==> src/rtl/hex2binary_stream_pkg.sv <==
// Shared types and ASCII range constants for the hex-to-binary stream converter.
package hex2bin_pkg;

    typedef enum logic [0:0] {
        S_COLLECT = 1'b0,
        S_OUT     = 1'b1
    } state_t;

    localparam logic [7:0] CH_0  = 8'h30;
    localparam logic [7:0] CH_9  = 8'h39;
    localparam logic [7:0] CH_UA = 8'h41;
    localparam logic [7:0] CH_UF = 8'h46;
    localparam logic [7:0] CH_LA = 8'h61;
    localparam logic [7:0] CH_LF = 8'h66;

endpackage

==> src/rtl/hex2binary_stream_if.sv <==
// Character-in / word-out handshake bundle of hex2binary_stream.
interface hex2binary_stream_if #(parameter int N = 32);

    localparam int D  = N / 4;
    localparam int CW = $clog2(D + 1);

    logic          in_valid;
    logic          in_ready;
    logic [7:0]    in_char;
    logic          in_last;
    logic          out_valid;
    logic          out_ready;
    logic [N-1:0]  out_data;
    logic [CW-1:0] out_digits;
    logic          err;

    modport master (
        output in_valid, in_char, in_last, out_ready,
        input  in_ready, out_valid, out_data, out_digits, err
    );

    modport slave (
        input  in_valid, in_char, in_last, out_ready,
        output in_ready, out_valid, out_data, out_digits, err
    );

endinterface

==> src/rtl/hex2binary_stream_hex_char_decode.sv <==
// ASCII character to hex nibble decoder.
// Lowercase 'a'-'f' are accepted only when HEX2BIN_LOWERCASE_EN is defined.
module hex_char_decode
    import hex2bin_pkg::*;
(
    input  logic [7:0] ch,
    output logic       is_hex,
    output logic [3:0] nibble
);

    // Letter codes have their value minus 9 in the low nibble.
    always_comb begin
        is_hex = 1'b0;
        nibble = 4'd0;
        if (ch >= CH_0 && ch <= CH_9) begin
            is_hex = 1'b1;
            nibble = ch[3:0];
        end else if (ch >= CH_UA && ch <= CH_UF) begin
            is_hex = 1'b1;
            nibble = ch[3:0] + 4'd9;
`ifdef HEX2BIN_LOWERCASE_EN
        end else if (ch >= CH_LA && ch <= CH_LF) begin
            is_hex = 1'b1;
            nibble = ch[3:0] + 4'd9;
`endif
        end else begin
            is_hex = 1'b0;
            nibble = 4'd0;
        end
    end

endmodule

==> src/rtl/hex2binary_stream.sv <==
// Streaming ASCII-hex to N-bit binary converter (MSB-first digit accumulation).
// Optional lowercase support via HEX2BIN_LOWERCASE_EN (see hex_char_decode).
module hex2binary_stream
    import hex2bin_pkg::*;
#(
    parameter int N = 32
) (
    input  logic                clk,
    input  logic                rst_n,
    hex2binary_stream_if.slave  bus
);

    localparam int D  = N / 4;
    localparam int CW = $clog2(D + 1);

    state_t        state_r, state_nx_s;
    logic [N-1:0]  acc_r, acc_nx_s;
    logic [N-1:0]  data_r, data_nx_s;
    logic [CW-1:0] cnt_r, cnt_nx_s;
    logic [CW-1:0] digits_r, digits_nx_s;
    logic          err_r, err_nx_s;
    logic          is_hex_s;
    logic [3:0]    nibble_s;

    hex_char_decode u_decode (
        .ch     (bus.in_char),
        .is_hex (is_hex_s),
        .nibble (nibble_s)
    );

    // Next-state, accumulator and output-register logic.
    always_comb begin
        state_nx_s  = state_r;
        acc_nx_s    = acc_r;
        cnt_nx_s    = cnt_r;
        data_nx_s   = data_r;
        digits_nx_s = digits_r;
        err_nx_s    = 1'b0;
        case (state_r)
            S_COLLECT: begin
                if (bus.in_valid) begin
                    if (is_hex_s) begin
                        acc_nx_s = (acc_r << 3'd4) | N'(nibble_s);
                        cnt_nx_s = cnt_r + CW'(1'b1);
                        if (cnt_nx_s == CW'(D) || bus.in_last) begin
                            data_nx_s   = acc_nx_s;
                            digits_nx_s = cnt_nx_s;
                            state_nx_s  = S_OUT;
                        end else begin
                            state_nx_s  = S_COLLECT;
                        end
                    end else begin
                        // A bad character throws away the whole partial word.
                        err_nx_s = 1'b1;
                        acc_nx_s = '0;
                        cnt_nx_s = '0;
                    end
                end else begin
                    state_nx_s = S_COLLECT;
                end
            end
            S_OUT: begin
                if (bus.out_ready) begin
                    acc_nx_s   = '0;
                    cnt_nx_s   = '0;
                    state_nx_s = S_COLLECT;
                end else begin
                    state_nx_s = S_OUT;
                end
            end
            default: begin
                state_nx_s = S_COLLECT;
                acc_nx_s   = '0;
                cnt_nx_s   = '0;
            end
        endcase
    end

    // State and datapath registers.
    always_ff @(posedge clk or negedge rst_n) begin
        if (!rst_n) begin
            state_r  <= S_COLLECT;
            acc_r    <= '0;
            cnt_r    <= '0;
            data_r   <= '0;
            digits_r <= '0;
            err_r    <= 1'b0;
        end else begin
            state_r  <= state_nx_s;
            acc_r    <= acc_nx_s;
            cnt_r    <= cnt_nx_s;
            data_r   <= data_nx_s;
            digits_r <= digits_nx_s;
            err_r    <= err_nx_s;
        end
    end

    assign bus.in_ready   = (state_r == S_COLLECT);
    assign bus.out_valid  = (state_r == S_OUT);
    assign bus.out_data   = data_r;
    assign bus.out_digits = digits_r;
    assign bus.err        = err_r;

endmodule

==> src/flat_wrapper.sv <==
// flat-port wrapper written by rule: the top's interface ports become plain ports
module hex2binary_stream_flat import hex2bin_pkg::*;
#(
    parameter int N = 32
)
  (clk, rst_n, bus_in_valid, bus_in_char, bus_in_last, bus_out_ready, bus_in_ready, bus_out_valid, bus_out_data, bus_out_digits, bus_err);
  hex2binary_stream_if #(.N(N)) bus_i ();
  input  logic clk;
  input  logic rst_n;
  input wire logic [$bits(bus_i.in_valid)-1:0] bus_in_valid;
  input wire logic [$bits(bus_i.in_char)-1:0] bus_in_char;
  input wire logic [$bits(bus_i.in_last)-1:0] bus_in_last;
  input wire logic [$bits(bus_i.out_ready)-1:0] bus_out_ready;
  output wire logic [$bits(bus_i.in_ready)-1:0] bus_in_ready;
  output wire logic [$bits(bus_i.out_valid)-1:0] bus_out_valid;
  output wire logic [$bits(bus_i.out_data)-1:0] bus_out_data;
  output wire logic [$bits(bus_i.out_digits)-1:0] bus_out_digits;
  output wire logic [$bits(bus_i.err)-1:0] bus_err;
  assign bus_i.in_valid = bus_in_valid;
  assign bus_i.in_char = bus_in_char;
  assign bus_i.in_last = bus_in_last;
  assign bus_i.out_ready = bus_out_ready;
  assign bus_in_ready = bus_i.in_ready;
  assign bus_out_valid = bus_i.out_valid;
  assign bus_out_data = bus_i.out_data;
  assign bus_out_digits = bus_i.out_digits;
  assign bus_err = bus_i.err;
  hex2binary_stream #(.N(N)) u_core (.clk(clk), .rst_n(rst_n), .bus(bus_i));
endmodule
==> config.mk <==
export PLATFORM = sky130hd
export DESIGN_NAME = hex2binary_stream_flat
export DESIGN_NICKNAME = d
export VERILOG_FILES = /design/src/rtl/hex2binary_stream_pkg.sv /design/src/rtl/hex2binary_stream_if.sv /design/src/rtl/hex2binary_stream_hex_char_decode.sv /design/src/rtl/hex2binary_stream.sv /design/src/flat_wrapper.sv
export SDC_FILE = /design/constraint.sdc
export NUM_CORES = 1
export LEC_CHECK = 0
export BUFFER_PORTS_ARGS = -buffer_cell sky130_fd_sc_hd__buf_2
export CAP_MARGIN = 5
export CORE_ASPECT_RATIO = 1.4
export CORE_MARGIN = 2
export CORE_UTILIZATION = 30
export CTS_CLUSTER_SIZE = 28
export DETAILED_ROUTE_END_ITERATION = 8
export PLACE_DENSITY = 0.58
export RECOVER_POWER = 25
export REMOVE_ABC_BUFFERS = 1
export SLEW_MARGIN = 20
export SYNTH_ARGS = -nofsm -noshare
export SYNTH_HDL_FRONTEND = slang
export SYNTH_HIERARCHICAL = 1
export SYNTH_SLANG_ARGS = --single-unit
==> constraint.sdc <==
create_clock -name clk -period 4 [get_ports clk]
set_clock_uncertainty 0.1 [all_clocks]
set_input_delay 1.2 -clock clk [delete_from_list [all_inputs] [get_ports clk]]
set_output_delay 1.2 -clock clk [all_outputs]
set_load 0.05 [all_outputs]
==> reports/qor.txt, run 1 <==
OUTCOME
---------------------------------------------------------------------------------
Run status                                                           finished, violations left
Failing checks                                                       max-capacitance violations, max-slew violations

STA
---------------------------------------------------------------------------------
Worst Hold Slack                                                         0.396 ns
Actual transition at the worst max-transition pin                         1.68 ns
Slew Viols, Final                                                              71
Final-report setup violation count                                              0
Final period util                                                           0.800
Hold violation count in the final report                                        0
Slew HR                                                                    -0.119
Max Freq                                                                0.313 GHz
Total negative slack for setup checks                                        0 ns
Unrepaired setup endpoints after global routing                             false
Post-layout min period                                                    3.20 ns

YOSYS
---------------------------------------------------------------------------------
Cells after Synth                                                             200
Share of the synthesized netlist area taken by xor and xnor gates         0.00297
Avg Inst Size Synth                                                     14.7 um^2
Combinational family with the most area after synthesis              multiplexers
Mux cell area share after synthesis                                         0.169
Number of synthesized flops with an enable pin                                  0
Most frequent cells after synthesis                                  dfrtp_1, a22o_1, mux2_4
Netlist area before placement                                           2950 um^2
FFs w/ async S/R, synth                                                      1.00
Sequential share of the synthesized area                                    0.594
Most instantiated flip-flop cell in the synthesis netlist                 dfrtp_1
Synthesized-area fraction occupied by ao, oa, aoi and oai cells             0.143
Count of different cell masters after synthesis                                35
Top area cells in the synthesized netlist                            dfrtp_1, mux2_4, a22o_1
Most repeated cell in the gate-level netlist after synthesis              dfrtp_1
Share of the synthesized area in the top cell type                          0.594
Adder-cell area share of the yosys netlist                                 0.0170
Post-synthesis register bit count                                              70
Simple-gate share of the synthesized area                                  0.0437
Yosys warning total                                                             6
Leading area contributor after synthesis                                  dfrtp_1

CTS
---------------------------------------------------------------------------------
CTS tree                                                                     done
Resized Gates After CTS                                                         0
Number of H-tree levels                                                         3
Number of buffers added to fix hold violations after cts                        0
Register clock-pin slew on the reported worst setup and hold paths        0.06 ns
CTS Buffer Depth                                                                2
Total CTS buffers                                                               9
Source-to-sink clock delay at the later pin of the worst-skew pair        0.32 ns
Root buffer cell                                                        clkbuf_16
CTS sink count                                                                 70
Count of buffers added by post-CTS timing repair for setup                      0

LAYOUT
---------------------------------------------------------------------------------
Cell area after layout                                                  3740 um^2
Relative area change from synthesis to final layout                         27.0%
Final net count                                                               272
Share of layout cells above drive strength 1                                0.423
Antenna cells                                                                   0
Final-layout fill cell count                                                  890

PLACEMENT
---------------------------------------------------------------------------------
Number of port buffers                                                         51
Global placer's final weighted congestion                                   0.744
HPWL Detailed                                                             3.63 mm
Area after DPL                                                          3350 um^2

POWER
---------------------------------------------------------------------------------
Highest ir drop seen on vdd                                              0.235 mV
Leakage power of the design                                            0.00201 uW
Pwr Density                                                           493 nW/um^2
Total design power                                                        1850 uW

DRT
---------------------------------------------------------------------------------
DR iter-0 viols                                                                78
First-pass iteration count of the detailed router                               6
Routed vias/inst                                                             4.65
Number of remaining DRC errors                                                  0
Final wirelength                                                          5.61 mm
Vias after detailed routing                                                  1821
DRT antenna net count                                                           0
Mean routed wirelength per cell                                           14.3 um

FLOW RUN
---------------------------------------------------------------------------------
Max-cap violations                                                              1

WORST HOLD PATH
---------------------------------------------------------------------------------
Kind of path behind the tightest hold check                               reg2reg

GLOBAL ROUTE
---------------------------------------------------------------------------------
Overall track demand over capacity in global routing                        0.114
Global-route wire length before repair                                    9.41 mm
Residual overflow from global routing                                           0
Largest net degree at the start of global routing                              71
Via count of the first global-routing pass                                   1861
Number of antenna violations at the first check in global routing               0

FLOORPLAN
---------------------------------------------------------------------------------
Number of cell rows                                                            42
Vert. Die Dim                                                              121 um
Core Box Area                                                           9510 um^2
Die X-Extent                                                              87.8 um
Initial cell density of the core                                            0.310
Overall die area                                                       10600 um^2
Total I/O pin count                                                            52

WORST SETUP PATH
---------------------------------------------------------------------------------
Classification of the worst setup path                                     in2reg
Critical path capture point type                                             flop
Required time of the critical path                                        4.11 ns
Critical path arrival                                                     3.31 ns
Maximum fanout encountered on the critical timing path                         18
Crit path launch type                                                  input port

==> worst max-delay path: stages <==
cell and delay [ns]:
buf_2 0.11, inv_1 0.09, ha_1 0.16, or3b_1 0.37
nand4_2 0.16, nand2_1 0.11, and3_1 0.20, o21ai_4 0.30
buf_12 0.27, mux2_4 0.31
==> report_power, final <==
part / internal [uW] / switching [uW]
Clock: 739 / 296
Combinational: 22.9 / 66.4
Sequential: 716 / 4.42
==> final timing paths <==
check | from | end | slack [ns] | cells after the start
worst max-delay path | bus_in_char[1] | u_core/bus.out_data[8]$_DFFE_PN0P_ | 0.80 | 10
worst min-delay path | u_core/bus.out_data[31]$_DFFE_PN0P_ | u_core/bus.out_data[31]$_DFFE_PN0P_ | 0.40 | 1
worst max register to register | u_core/cnt_r[0]$_DFFE_PN0P_ | u_core/bus.out_data[8]$_DFFE_PN0P_ | 1.62 | 6
worst min register to register | u_core/bus.out_data[31]$_DFFE_PN0P_ | u_core/bus.out_data[31]$_DFFE_PN0P_ | 0.40 | 1
max in group asynchronous | rst_n | u_core/acc_r[7]$_DFFE_PN0P_ | 1.59 | 1
min in group asynchronous | rst_n | u_core/bus.out_data[28]$_DFFE_PN0P_ | 1.21 | 1
==> per-layer routing <==
layer	share of wire	up-vias	track usage
li1	-	847	-
met3	0.055	7	0.0313
met4	0.015	0	0.0548
met5	0	-	0
met2	0.46	46	0.161
met1	0.47	921	0.161
==> per-stage QoR <==
step                      cells   util  setup WS [ns]
after floorplan             190      -          0.239
after global placement      376  0.353          0.533
after detailed placement    376  0.353          0.463
after CTS                   392  0.394          0.801
after global routing        392  0.394          0.672
final                       392  0.394          0.800
==> cell usage in the layout (no fill, tap or decap), drive strengths merged, types with 4 or more instances in the layout <==
master | synthesis | routed
inv | 7 | 9
bufinv | 0 | 5
nand2 | 6 | 6
a21oi | 7 | 7
a22o | 29 | 29
ha | 4 | 4
mux2 | 33 | 33
dfrtp | 70 | 70
o21ai | 7 | 7
clkbuf | 6 | 10
buf | 4 | 53
==> kinds of logic after synthesis <==
kind of cell | after synthesis
xor+xnor | 1
mux | 35
buf+inv | 17
simple gates | 21
fa+ha+maj | 4
compound gates | 52
flops | 70
==> final cells by class <==
cell class / instances / area (um^2) / share of cell area
clock buffer: 9 / 225 / 0.0602
clock inverter: 7 / 168 / 0.0448
inverter: 7 / 26.3 / 0.00702
multi-input combinational: 113 / 1120 / 0.298
sequential: 70 / 1750 / 0.468
tap: 132 / 165 / 0.0441
timing repair buffer: 54 / 290 / 0.0775
==> sequential cells by signal, summed over array words and instances, names as in the netlist <==
signal and count:
u_core/bus.err 1, u_core/cnt_r 4, u_core/bus.out_digits 4, u_core/bus.out_data 32, u_core/acc_r 28, u_core/bus.out_valid 1
Note: power is estimated with default switching activity, not from simulation.
==> run 2: changes to the inputs <==
Clock period 4 ns to 3.2 ns, I/O delays scaled along.
==> reports/qor.txt, run 2 (synthesized netlist as in run 1, its figures left out) <==
GLOBAL ROUTE
---------------------------------------------------------------------------------
Largest net degree at the start of global routing                              71   unchanged
Via count of the first global-routing pass                                   1889   +1.5%
Overall track demand over capacity in global routing                        0.118   +0.00380
Global-route wire length before repair                                    9.56 mm   +1.5%
Residual overflow from global routing                                           0   unchanged
Number of antenna violations at the first check in global routing               0   unchanged

WORST SETUP PATH
---------------------------------------------------------------------------------
Critical Path Sink                                                   u_core/bus.out_data[0]$_DFFE_PN0P_
Crit path launch type                                                  input port
Logic depth of the worst setup path including buffers                          10   unchanged
Startpoint of the lowest-slack register-to-register path             u_core/cnt_r[0]$_DFFE_PN0P_
Required time of the critical path                                        3.31 ns   -0.80 ns
Capture point of the worst reg-to-reg path                           u_core/bus.out_data[0]$_DFFE_PN0P_
Cell with the biggest individual delay on the critical path                or3b_1
Buffers & Inverters on Critical Path                                            3   unchanged
Critical path's largest stage delay                                       0.37 ns   about the same
Kind of cell adding the most delay to the critical path              simple AND/OR/NAND/NOR gates
Depth of the most critical reg-to-reg path                                      6   unchanged
Critical path arrival                                                     2.83 ns   -0.48 ns
CP Cell Sequence                                                     buf_2, inv_1, ha_1, or3b_1, nand4_2, nand2_1, and3_1, o21ai_4, buf_12, mux2_2
Setup slack of the most critical reg-to-reg path                          1.08 ns   -0.54 ns
Maximum fanout encountered on the critical timing path                         14   -4
Critical path capture point type                                             flop
Classification of the worst setup path                                     in2reg
Start point of the critical path                                     bus_in_char[1]

POWER
---------------------------------------------------------------------------------
Pwr Density                                                           534 nW/um^2   +8.3%
Net Switching                                                              437 uW   +19%
Highest ir drop seen on vdd                                              0.339 mV   +44%
Leakage power of the design                                            0.00198 uW   -1.9%
Clock network fraction of design power                                      0.483   -0.078
Sw Ratio                                                                    0.223   +0.0243
Internal power                                                            1520 uW   +2.9%
Sequential share of power                                                   0.460   +0.070
Logic gate share of total power                                             0.057   +0.009

DRT
---------------------------------------------------------------------------------
DRT antenna net count                                                           0   unchanged
Number of remaining DRC errors                                                  0   unchanged
Routed vias/inst                                                             4.56   -1.8%
Mean routed wirelength per cell                                           14.5 um   +1.3%
DR iter-0 viols                                                                62   -21%
Final wirelength                                                          5.69 mm   +1.5%
Vias after detailed routing                                                  1793   -1.5%
First-pass iteration count of the detailed router                               4   -2

STA
---------------------------------------------------------------------------------
Hold violation count in the final report                                        0   unchanged
Slew Viols, Final                                                              71   unchanged
Slew HR                                                                    -0.118   +0.000419
Post-layout min period                                                    2.73 ns
Final-report setup violation count                                              0   unchanged
Actual transition at the worst max-transition pin                         1.68 ns   -0.000629 ns
Unrepaired setup endpoints after global routing                             false
Max Freq                                                                0.367 GHz
Total negative slack for setup checks                                        0 ns   unchanged
Final period util                                                           0.852
Worst Setup Slack, final                                                 0.474 ns   -0.327 ns
Worst Hold Slack                                                         0.396 ns   -0.000361 ns

LAYOUT
---------------------------------------------------------------------------------
Max reg flops                                                                  32   unchanged
Antenna cells                                                                   0   unchanged
Relative area change from synthesis to final layout                         24.5%
Leading cell type in the layout, fill and taps excluded                   dfrtp_1
Final design utilization                                                    0.386   -0.00803
Commonest cells after routing, fill and taps aside                   dfrtp_1, buf_2, a22o_1
Share of layout cells above drive strength 1                                0.425   +0.00221
Final net count                                                               274   +0.74%

PLACEMENT
---------------------------------------------------------------------------------
HPWL Detailed                                                             3.65 mm   +0.45%
Global placer's final weighted congestion                                   0.749   +0.66%
Number of port buffers                                                         51   unchanged
Setup slack after placement                                              0.108 ns   -0.354 ns

WORST HOLD PATH
---------------------------------------------------------------------------------
Kind of path behind the tightest hold check                               reg2reg
Number of cells on the worst hold path                                          1   unchanged

FLOORPLAN
---------------------------------------------------------------------------------
Initial cell density of the core                                            0.310   unchanged
Number of cell rows                                                            42   unchanged
Core Box Area                                                           9510 um^2   unchanged
Vert. Die Dim                                                              121 um   unchanged
Die X-Extent                                                              87.8 um   unchanged
Total I/O pin count                                                            52   unchanged
Overall die area                                                       10600 um^2   unchanged

CTS
---------------------------------------------------------------------------------
Number of H-tree levels                                                         3   unchanged
CTS tree                                                                     done
Number of buffers added to fix hold violations after cts                        0   unchanged
CTS sink count                                                                 70   unchanged
Root buffer cell                                                        clkbuf_16
Total CTS buffers                                                               9   unchanged
Source-to-sink clock delay at the later pin of the worst-skew pair        0.32 ns   about the same
CTS Buffer Depth                                                                2   unchanged
Register clock-pin slew on the reported worst setup and hold paths        0.06 ns   about the same
Resized Gates After CTS                                                         0   unchanged
Count of buffers added by post-CTS timing repair for setup                      0   unchanged

OUTCOME
---------------------------------------------------------------------------------
Run status                                                           finished, violations left
Failing checks                                                       max-capacitance violations, max-slew violations

FLOW RUN
---------------------------------------------------------------------------------
Max-cap violations                                                              1   unchanged

[run 2: worst min-delay path by stage]
stage / endpoint / slack, ns / from
final: u_core/acc_r[26]$_DFFE_PN0P_ / 0.40 / u_core/acc_r[26]$_DFFE_PN0P_
after global routing: u_core/bus.out_data[31]$_DFFE_PN0P_ / 0.42 / u_core/bus.out_data[31]$_DFFE_PN0P_
after CTS: u_core/acc_r[27]$_DFFE_PN0P_ / 0.40 / u_core/acc_r[27]$_DFFE_PN0P_
after detailed placement: u_core/acc_r[26]$_DFFE_PN0P_ / 0.38 / u_core/acc_r[26]$_DFFE_PN0P_
after global placement: u_core/acc_r[27]$_DFFE_PN0P_ / 0.38 / u_core/acc_r[27]$_DFFE_PN0P_
after floorplan: u_core/acc_r[26]$_DFFE_PN0P_ / 0.36 / u_core/acc_r[26]$_DFFE_PN0P_
[run 2: cell type report]
class                   count  area, um^2
fillers                   918        5840
clock buffers               9         225
multi-input cells         113        1120
clock inverters             6        63.8
well taps                 132         165
flip-flops and latches     70        1750
repair buffers             56         318
inverters                   7        26.3
[run 2: per-layer routing]
layer | vias up | wire [um] | GRT usage | share of wire
met3 | 6 | 259 | 0.0354 | 0.045
met1 | 890 | 2680 | 0.158 | 0.47
met4 | 0 | 87 | 0.0519 | 0.015
met5 | - | 0 | 0 | 0
li1 | 853 | - | - | -
met2 | 44 | 2670 | 0.175 | 0.47
[run 2: power by group through the flow]
stage	logic, uW	registers, uW	clock network, uW
final	112	901	945
after global routing	124	901	1020
after CTS	116	901	978
after detailed placement	116	916	0
after global placement	114	916	0
after floorplan	32.5	945	0
[run 2: metrics by stage]
step                      power (uW)  area [um^2]  std cells
after floorplan                  977         2880        190
after global placement          1030         3380        378
after detailed placement        1030         3380        378
after CTS                       1990         3670        393
after global routing            2040         3670        393
final                           1960         3670        393
